===== src/rtl/system_clock_en_ctrl.sv =====
// system_clock_en_ctrl
// Initiator side of the system clock-enable path. Software or debug asks to
// gate or ungate the target domain over a valid/ready handshake. Gating waits
// for a programmable run of idle cycles and gives up after a drain timeout.
// Ungating happens on request or on a wake event, and its completion is
// reported once clock_en has been high for WAKE_DELAY cycles.
module system_clock_en_ctrl #(
    parameter int unsigned IDLE_CYCLES   = 4,
    parameter int unsigned DRAIN_TIMEOUT = 256,
    parameter int unsigned WAKE_DELAY    = 2
) (
    input  logic       clock,
    input  logic       reset_n,
    input  logic       req_valid,
    output logic       req_ready,
    input  logic       req_en,
    input  logic       idle,
    input  logic       wake,
    output logic       clock_en,
    output logic       resp_valid,
    output logic [1:0] resp_status,
    output logic [1:0] state_o
);

    typedef enum logic [1:0] {
        ST_RUN   = 2'b00,
        ST_DRAIN = 2'b01,
        ST_GATED = 2'b10,
        ST_WAKE  = 2'b11
    } state_t;

    localparam logic [1:0] STS_DONE      = 2'b00;
    localparam logic [1:0] STS_TIMEOUT   = 2'b01;
    localparam logic [1:0] STS_REDUNDANT = 2'b10;
    localparam logic [1:0] STS_WOKEN     = 2'b11;

    // Counter widths hold 0..param; the wake counter needs at least one bit
    // even when WAKE_DELAY is zero.
    localparam int IW = $clog2(IDLE_CYCLES + 1);
    localparam int TW = $clog2(DRAIN_TIMEOUT + 1);
    localparam int WW = (WAKE_DELAY == 0) ? 1 : $clog2(WAKE_DELAY + 1);

    localparam logic [IW-1:0] IDLE_LAST = IW'(IDLE_CYCLES - 1);
    localparam logic [IW-1:0] IDLE_SAT  = IW'(IDLE_CYCLES);
    localparam logic [TW-1:0] TOUT_LAST = TW'(DRAIN_TIMEOUT - 1);
    localparam logic [TW-1:0] TOUT_SAT  = TW'(DRAIN_TIMEOUT);
    localparam logic [WW-1:0] WAKE_LAST = WW'(WAKE_DELAY);

    state_t        state_r, state_nxt;
    logic [IW-1:0] idle_cnt_r, idle_cnt_nxt;
    logic [TW-1:0] tout_cnt_r, tout_cnt_nxt;
    logic [WW-1:0] wake_cnt_r, wake_cnt_nxt;
    logic          cause_wake_r, cause_wake_nxt;
    logic          clock_en_r, clock_en_nxt;
    logic          req_ready_r, req_ready_nxt;
    logic          resp_valid_r, resp_valid_nxt;
    logic [1:0]    resp_status_r, resp_status_nxt;
    logic          accept_s;
    logic          idle_hit_s;
    logic          tout_hit_s;

    assign accept_s   = req_valid && ((state_r == ST_RUN) || (state_r == ST_GATED));
    assign idle_hit_s = idle && (idle_cnt_r == IDLE_LAST);
    assign tout_hit_s = (tout_cnt_r == TOUT_LAST);

    assign req_ready   = req_ready_r;
    assign clock_en    = clock_en_r;
    assign resp_valid  = resp_valid_r;
    assign resp_status = resp_status_r;
    assign state_o     = state_r;

    // State, counters and registered outputs; reset restores the running state.
    always_ff @(posedge clock) begin
        if (!reset_n) begin
            state_r       <= ST_RUN;
            idle_cnt_r    <= '0;
            tout_cnt_r    <= '0;
            wake_cnt_r    <= '0;
            cause_wake_r  <= 1'b0;
            clock_en_r    <= 1'b1;
            req_ready_r   <= 1'b1;
            resp_valid_r  <= 1'b0;
            resp_status_r <= STS_DONE;
        end else begin
            state_r       <= state_nxt;
            idle_cnt_r    <= idle_cnt_nxt;
            tout_cnt_r    <= tout_cnt_nxt;
            wake_cnt_r    <= wake_cnt_nxt;
            cause_wake_r  <= cause_wake_nxt;
            clock_en_r    <= clock_en_nxt;
            req_ready_r   <= req_ready_nxt;
            resp_valid_r  <= resp_valid_nxt;
            resp_status_r <= resp_status_nxt;
        end
    end

    // Next-state and counter logic; idle completion beats drain timeout.
    always_comb begin
        state_nxt      = state_r;
        idle_cnt_nxt   = idle_cnt_r;
        tout_cnt_nxt   = tout_cnt_r;
        wake_cnt_nxt   = wake_cnt_r;
        cause_wake_nxt = cause_wake_r;
        case (state_r)
            ST_RUN: begin
                if (accept_s && !req_en) begin
                    state_nxt    = ST_DRAIN;
                    idle_cnt_nxt = '0;
                    tout_cnt_nxt = '0;
                end else begin
                    state_nxt = ST_RUN;
                end
            end
            ST_DRAIN: begin
                if (idle_hit_s) begin
                    state_nxt = ST_GATED;
                end else if (tout_hit_s) begin
                    state_nxt = ST_RUN;
                end else begin
                    state_nxt = ST_DRAIN;
                end
                if (!idle) begin
                    idle_cnt_nxt = '0;
                end else if (idle_cnt_r != IDLE_SAT) begin
                    idle_cnt_nxt = idle_cnt_r + IW'(1);
                end else begin
                    idle_cnt_nxt = idle_cnt_r;
                end
                if (tout_cnt_r != TOUT_SAT) begin
                    tout_cnt_nxt = tout_cnt_r + TW'(1);
                end else begin
                    tout_cnt_nxt = tout_cnt_r;
                end
            end
            ST_GATED: begin
                if (accept_s) begin
                    if (req_en) begin
                        state_nxt      = ST_WAKE;
                        wake_cnt_nxt   = '0;
                        cause_wake_nxt = 1'b0;
                    end else begin
                        state_nxt = ST_GATED;
                    end
                end else if (wake) begin
                    state_nxt      = ST_WAKE;
                    wake_cnt_nxt   = '0;
                    cause_wake_nxt = 1'b1;
                end else begin
                    state_nxt = ST_GATED;
                end
            end
            ST_WAKE: begin
                if (wake_cnt_r == WAKE_LAST) begin
                    state_nxt = ST_RUN;
                end else begin
                    state_nxt    = ST_WAKE;
                    wake_cnt_nxt = wake_cnt_r + WW'(1);
                end
            end
            default: begin
                state_nxt = ST_RUN;
            end
        endcase
    end

    // Output decode: clock_en follows the state one cycle late, responses
    // pulse on the edge that completes a request.
    always_comb begin
        clock_en_nxt    = (state_r != ST_GATED);
        req_ready_nxt   = (state_nxt == ST_RUN) || (state_nxt == ST_GATED);
        resp_valid_nxt  = 1'b0;
        resp_status_nxt = resp_status_r;
        case (state_r)
            ST_RUN: begin
                if (accept_s && req_en) begin
                    resp_valid_nxt  = 1'b1;
                    resp_status_nxt = STS_REDUNDANT;
                end else begin
                    resp_valid_nxt = 1'b0;
                end
            end
            ST_DRAIN: begin
                if (state_nxt == ST_GATED) begin
                    resp_valid_nxt  = 1'b1;
                    resp_status_nxt = STS_DONE;
                end else if (state_nxt == ST_RUN) begin
                    resp_valid_nxt  = 1'b1;
                    resp_status_nxt = STS_TIMEOUT;
                end else begin
                    resp_valid_nxt = 1'b0;
                end
            end
            ST_GATED: begin
                if (accept_s && !req_en) begin
                    resp_valid_nxt  = 1'b1;
                    resp_status_nxt = STS_REDUNDANT;
                end else begin
                    resp_valid_nxt = 1'b0;
                end
            end
            ST_WAKE: begin
                if (state_nxt == ST_RUN) begin
                    resp_valid_nxt  = 1'b1;
                    resp_status_nxt = cause_wake_r ? STS_WOKEN : STS_DONE;
                end else begin
                    resp_valid_nxt = 1'b0;
                end
            end
            default: begin
                resp_valid_nxt = 1'b0;
            end
        endcase
    end

endmodule


===== config.mk =====
export PLATFORM = sky130hd
export DESIGN_NAME = system_clock_en_ctrl
export DESIGN_NICKNAME = d
export VERILOG_FILES = /design/src/rtl/system_clock_en_ctrl.sv
export SDC_FILE = /design/constraint.sdc
export NUM_CORES = 1
export LEC_CHECK = 0
export ABC_CLOCK_PERIOD_IN_PS = 1500
export CORE_ASPECT_RATIO = 0.8
export CORE_MARGIN = 2
export CORE_UTILIZATION = 49
export DETAILED_ROUTE_END_ITERATION = 10
export PLACE_DENSITY_LB_ADDON = 0.1
export SLEW_MARGIN = 5
export SYNTH_ARGS = -nofsm -noshare
export SYNTH_HDL_FRONTEND = slang
export SYNTH_SLANG_ARGS = --single-unit

===== constraint.sdc =====
create_clock -name clock -period 1.5 [get_ports clock]
set_input_delay 0.3 -clock clock [delete_from_list [all_inputs] [get_ports clock]]
set_output_delay 0.3 -clock clock [all_outputs]
set_load 0.005 [all_outputs]

==> impl_metrics.ini, run 1 <==
[setup_path]
startpoint_type = register
endpoint_kind = register
cp_num_cells = 9
worst_ep_arrival_time_ns = 1.89
critPathMaxStageDelay_ns = 0.36
critical_path_buf_inv_count = 1
r2r-start = tout_cnt_r[1]
worstReg2RegEnd = resp_status[0]
critPathTopFamily = compound AO/OA/AOI/OAI gates
r2r_slack_ns = -0.13
crit_start = tout_cnt_r[1]
cp_common_cell = nand3_2
critical_path.cell_chain = ha_4 > nand3_2 > nor2_2 > ha_2 > a21o_1 > o211ai_1 > buf_4 > nand3_2 > a21oi_2
path_class = reg2reg
crit_slowest_cell = dfxtp_2
cp.required_ns = 1.76
crit_end = resp_status[0]
crit_fanout = 3
reg2regPathDepth = 9

[timing]
slew_headroom = 0.713
setup-violations-final = 7
tightest_slew_ns = 0.424
clock.fmax_mhz = 612
rsz0062_at_grt = yes
slew_violations = 0
setup_ws_ns = -0.133
skew_ns = 0.00141
period_needed_ns = 1.63
hold_viol_final = 0
fin_crit_sh = 1.09

[floorplan]
row_count = 15
dieArea_sq_um = 2810
floorplan.initialDensity = 0.531
pin_count = 13
die_width_um = 58.7
core_area_sq_um = 2210
die_y_um = 47.8

[outcome]
status = finished, violations left
violations = setup timing

[clock_tree]
tritoncts = done
hold_buffers = 0
cts_max_path_buffers = 2
path_clk_slew_ns = 0.12
htreeDepth = 1
cts_buffers = 3
cts_root_buf = clkbuf_4
clock-sinks = 22
insertion_delay_ns = 0.31

[yosys]
synth_edf_count = 0
synth_common_cells = 22 x dfxtp_1, 15 x a21oi_1, 11 x inv_1, 11 x nor2_1, 10 x nand2_1
yosys_warnings = 0
synthesis.area_sq_um = 1170
synth_ff_type = dfxtp_1
synth.avg_cell_area_sq_um = 8.51
synth-seq-cells = 22
synth_fp_nets = 151
synth-seq-area-share = 0.375
synth.area.top_cells = dfxtp_1 37%, ha_1 7.5%, a21oi_1 6.4%
synthArstFlopShare = 0
yosysMostFrequentCell = dfxtp_1
yosysTopAreaCell = dfxtp_1
synth_top_area_frac = 0.375
synthCells = 138
synth_cell_types = 42

[placed_design]
gp_congestion = 0.906
dp_hpwl_um = 2210
placed_area_sq_um = 1530
io_buffers = 12

[power_and_ir_drop]
vdd.ir_drop.worst_v = 0.000503
power_mw = 1.05
p_per_area_nw_per_um2 = 614
leakagePower_nw = 0.701

[drt]
final_antenna_net_count = 0
drtIter0Drc = 53
drt_wl_total_um = 3470
num_vias = 1211
wl_per_cell_um = 16.7
drt-vias-per-instance = 5.82
drt-pass1-iter-count = 4
drc = 0

[global_route]
grt_pass1_wl_um = 4960
grt_start_max_net_pins = 12
overflow = 0
grt_usage = 0.238
first_global_vias = 1091
antenna_found_initial = 0

[finish]
multi_input_area_sq_um = 761
drive_above_1_share = 0.393
nets = 198
fillers = 154
num_antenna_cells = 0
area_delta_synth_final_pct = 46.0
final-seq-area_sq_um = 458
fin_area_sq_um = 1720
fin_util = 0.775

[worst_hold_path]
min_path_type = reg2reg
holdPathStages = 2

[run]
cap_violations = 0
cell type report:
cell class | instances | area share
clock buffers | 3 | 0.0131
repair buffers | 45 | 0.227
multi-input cells | 100 | 0.443
inverters | 13 | 0.0314
well taps | 25 | 0.0182
flip-flops and latches | 22 | 0.267
flip-flops by register name, indices dropped and copies added (netlist names):
| register | flops |
|---|---|
| state_o | 2 |
| resp_status | 2 |
| wake_cnt_r | 2 |
| clock_en | 1 |
| idle_cnt_r | 3 |
| resp_valid | 1 |
| cause_wake_r | 1 |
| req_ready | 1 |
| tout_cnt_r | 9 |
tightest hold or removal path: cells and delay by family, from the launching register on:
| family | cells | cell delay, ns |
|---|---|---|
| flops | 1 | 0.34 |
| simple gates | 1 | 0.06 |
| compound gates | 1 | 0.04 |
through the flow:
step | TNS [ns] | setup WS (ns) | hold WS [ns] | std cells
floorplan | -0.0430 | -0.0263 | 0.362 | 138
finish | -0.471 | -0.133 | 0.470 | 208
global route | -1.15 | -0.244 | 0.485 | 208
CTS | -0.280 | -0.101 | 0.470 | 205
detailed placement | -4.01 | -0.362 | 0.453 | 199
global placement | -3.21 | -0.294 | 0.444 | 199
repair_timing:
| action | in CTS | in global routing |
|---|---|---|
| setup endpoints to repair | 12 | 15 |
| buffers inserted | 3 | 5 |
| pin swaps | 7 | 12 |
| cloned | 0 | 0 |
| resized for setup | 12 | 26 |
cell families after synthesis:
| family | Yosys count | share of synthesized area |
|---|---|---|
| adder cells (fa/ha/maj) | 7 | 0.0745 |
| buffers and inverters | 16 | 0.0575 |
| flip-flops | 22 | 0.375 |
| AND/OR/NAND/NOR | 49 | 0.222 |
| XOR/XNOR | 3 | 0.0224 |
| multiplexers | 1 | 0.00852 |
| AO/OA/AOI/OAI | 40 | 0.241 |
layout by cell type, fill, tap and decap left out, types with 2 or more instances in the layout:
| master | synthesis | routed |
|---|---|---|
| a211oi_1 | 2 | 2 |
| a21oi_1 | 15 | 11 |
| a21oi_2 | 0 | 4 |
| a311oi_2 | 0 | 2 |
| and2b_1 | 2 | 2 |
| buf_4 | 2 | 28 |
| buf_6 | 0 | 5 |
| clkbuf_4 | 0 | 3 |
| clkdlybuf4s50_1 | 0 | 8 |
| dfxtp_1 | 22 | 12 |
| dfxtp_2 | 0 | 8 |
| dfxtp_4 | 0 | 2 |
| dlygate4sd2_1 | 0 | 2 |
| dlymetal6s2s_1 | 0 | 2 |
| ha_1 | 7 | 3 |
| ha_2 | 0 | 2 |
| ha_4 | 0 | 2 |
| inv_1 | 11 | 9 |
| inv_2 | 2 | 2 |
| inv_4 | 0 | 2 |
| nand2_1 | 10 | 10 |
| nand3_1 | 6 | 4 |
| nand3_2 | 0 | 2 |
| nand4_1 | 3 | 3 |
| nor2_1 | 11 | 10 |
| nor2b_1 | 2 | 2 |
| o21a_1 | 3 | 3 |
| o21ai_2 | 2 | 2 |
| o31ai_1 | 3 | 3 |
| or4_1 | 4 | 4 |
| xnor2_1 | 2 | 2 |
routing by layer:
layer / vias up / global-route usage / wire length, um
met3: 4 / 0.0595 / 177
li1: 599 / - / -
met1: 566 / 0.321 / 1630
met2: 42 / 0.396 / 1640
met5: - / 0 / 0
met4: 0 / 0.0500 / 18
how the worst min path moves through the flow:
stage                    from              to  slack [ns]
3_3_place_gp    wake_cnt_r[1]   wake_cnt_r[1]        0.44
2_1_floorplan         reset_n        clock_en        0.36
4_1_cts         wake_cnt_r[0]   wake_cnt_r[0]        0.47
3_5_place_dp    wake_cnt_r[0]   wake_cnt_r[0]        0.45
5_1_grt         wake_cnt_r[0]   wake_cnt_r[0]        0.48
6_report       resp_status[0]  resp_status[0]        0.47
power breakdown:
part           internal (mW)  total, mW  switching [mW]
Clock                 0.0941      0.277           0.183
Combinational         0.0862      0.174          0.0878
Sequential             0.594      0.602         0.00755
Total                  0.774       1.05           0.278
Power figures use the tool's default switching activity.
==> run 2: changes to the inputs <==
CELL_PAD_IN_SITES_DETAIL_PLACEMENT = 1   (was not set)
CELL_PAD_IN_SITES_GLOBAL_PLACEMENT = 1   (was not set)
CORE_UTILIZATION = 37   (was 49)
PLACE_DENSITY_LB_ADDON = 0.3   (was 0.1)
RECOVER_POWER = 25   (was not set)
==> run 2 against run 1 <==
Compared with the run above:
- clock power is 110% higher
- final area is 6.4% higher
- the run still ends with setup timing left
- utilization is 18 points lower
- critical path type unchanged
- largest cell class unchanged
- critical endpoint unchanged
- via count is 1.4% higher
- worst hold slack better by 0.0082 ns
==> impl_metrics.ini, run 2 (same netlist as run 1, synthesis figures left out) <==
[worst_hold_path]
min_path_type = reg2reg
hp-start = wake_cnt_r[1]

[drt]
drtIter0Drc = 36
drc = 0
drt_wl_total_um = 4000
drt-vias-per-instance = 5.27
wl_per_cell_um = 17.2
final_antenna_net_count = 0
drt-pass1-iter-count = 4
num_vias = 1228

[finish]
drive_above_1_share = 0.435
largest_register_ffs = 9
layout_commonest_cell = buf_4
final_cell_mix = 39 x buf_4, 14 x dfxtp_1, 10 x nor2_1, 10 x nand2_1, 10 x clkdlybuf4s50_1
fin_area_sq_um = 1830
final_cells = 233
largestRegisters = tout_cnt_r (9), idle_cnt_r (3)
fin_util = 0.596
nets = 207
num_antenna_cells = 0
multi_input_area_sq_um = 768
fillers = 362
final-seq-area_sq_um = 453
area_delta_synth_final_pct = 55.4
top_register = tout_cnt_r

[setup_path]
crit_slowest_cell = a311o_1
endpoint_kind = register
crit_start = tout_cnt_r[0]
crit_fanout = 5
r2r-start = tout_cnt_r[0]
path_class = reg2reg
worst_ep_arrival_time_ns = 1.94
startpoint_type = register
cp.required_ns = 1.72
critPathMaxStageDelay_ns = 0.39
critical_path.cell_chain = ha_4 > nand3_2 > nor2_2 > ha_2 > a21o_1 > o211ai_1 > a311o_1 > a21oi_2

[timing]
skew_ns = 0.00775
clock.fmax_mhz = 583
hold_viol_final = 0
fin_crit_sh = 1.14
tightest_slew_ns = 0.411
rsz0062_at_grt = yes
fin_tns_setup_ns = -0.927
setup-violations-final = 10
slew_violations = 0
fin_hold_ws_ns = 0.478
period_needed_ns = 1.72
slew_headroom = 0.725
setup_ws_ns = -0.216

[floorplan]
row_count = 18
die_y_um = 54.4
dieArea_sq_um = 3640
pin_count = 13
core_area_sq_um = 3060
floorplan.initialDensity = 0.384
die_width_um = 67

[outcome]
violations = setup timing
status = finished, violations left

[power_and_ir_drop]
power_mw = 1.35
leakagePower_nw = 0.731
p_per_area_nw_per_um2 = 742
vdd.ir_drop.worst_v = 0.000834

[global_route]
grt_use_met3 = 0.0576
first_global_vias = 1272
top_usage_layer = met2
antenna_found_initial = 0
overflow = 0
met1_usage = 0.289
grt_start_max_net_pins = 14
grtUsageMet2 = 0.424
grt_usage = 0.238
grt_pass1_wl_um = 6140

[clock_tree]
cts_root_buf = clkbuf_8
clock-sinks = 22
cts_max_path_buffers = 2
htreeDepth = 1
insertion_delay_ns = 0.28
cts_buffers = 3
path_clk_slew_ns = 0.09
tritoncts = done

[placed_design]
dpl.cell_count = 219
dp_hpwl_um = 2860
gp_congestion = 0.767
placed_area_sq_um = 1590
pre_cts_ws_ns = -0.407
io_buffers = 12

[run]
cap_violations = 0
## run 2: cell count changes in the layout (fill, tap and decap cells not counted), sizes merged
cell	delta
dlymetal6s2s	-2
bufinv	+1
clkbuf	+2
buf	+7
clkdlybuf4s50	+2
## run 2: area by class of cell
| cell class | instances | share of cell area |
|---|---|---|
| Multi-Input combinational cell | 100 | 0.421 |
| Sequential cell | 22 | 0.248 |
| Timing Repair Buffer | 54 | 0.238 |
| Tap cell | 40 | 0.0274 |
| Inverter | 13 | 0.0267 |
| Clock buffer | 3 | 0.0226 |
| Clock inverter | 1 | 0.0164 |
## run 2: where the power goes
group	internal [mW]	total, mW	switching (mW)	leakage, nW
clock	0.358	0.573	0.216	0.0357
sequential	0.595	0.602	0.00753	0.182
combinational	0.0892	0.180	0.0904	0.513
## run 2: worst max-delay path: cells and delay by family, from the launching register on
kind	cells	cell delay, ns
AOI/OAI and AO/OA	4	0.79
DFF	1	0.36
adders and majority gates	2	0.31
and+or+nand+nor	2	0.19
## run 2: final timing paths
path,to,slack [ns],cells after the start
worst min-delay path,wake_cnt_r[1],0.48,2
worst max register to register,resp_status[0],-0.22,8
worst min register to register,wake_cnt_r[1],0.48,2
worst max-delay path,resp_status[0],-0.22,8
## run 2: routing by layer
| layer | share of wire | wire [um] |
|---|---|---|
| met3 | 0.021 | 84 |
| met1 | 0.46 | 1830 |
| met4 | 0.011 | 43 |
| met5 | 0 | 0 |
| met2 | 0.51 | 2040 |
## run 2: what timing repair did
action,in CTS,in global routing
hold buffers,0,0
buffers inserted,7,3
resized for setup,21,10
pin swaps,9,14
endpoints found under the setup margin,14,12
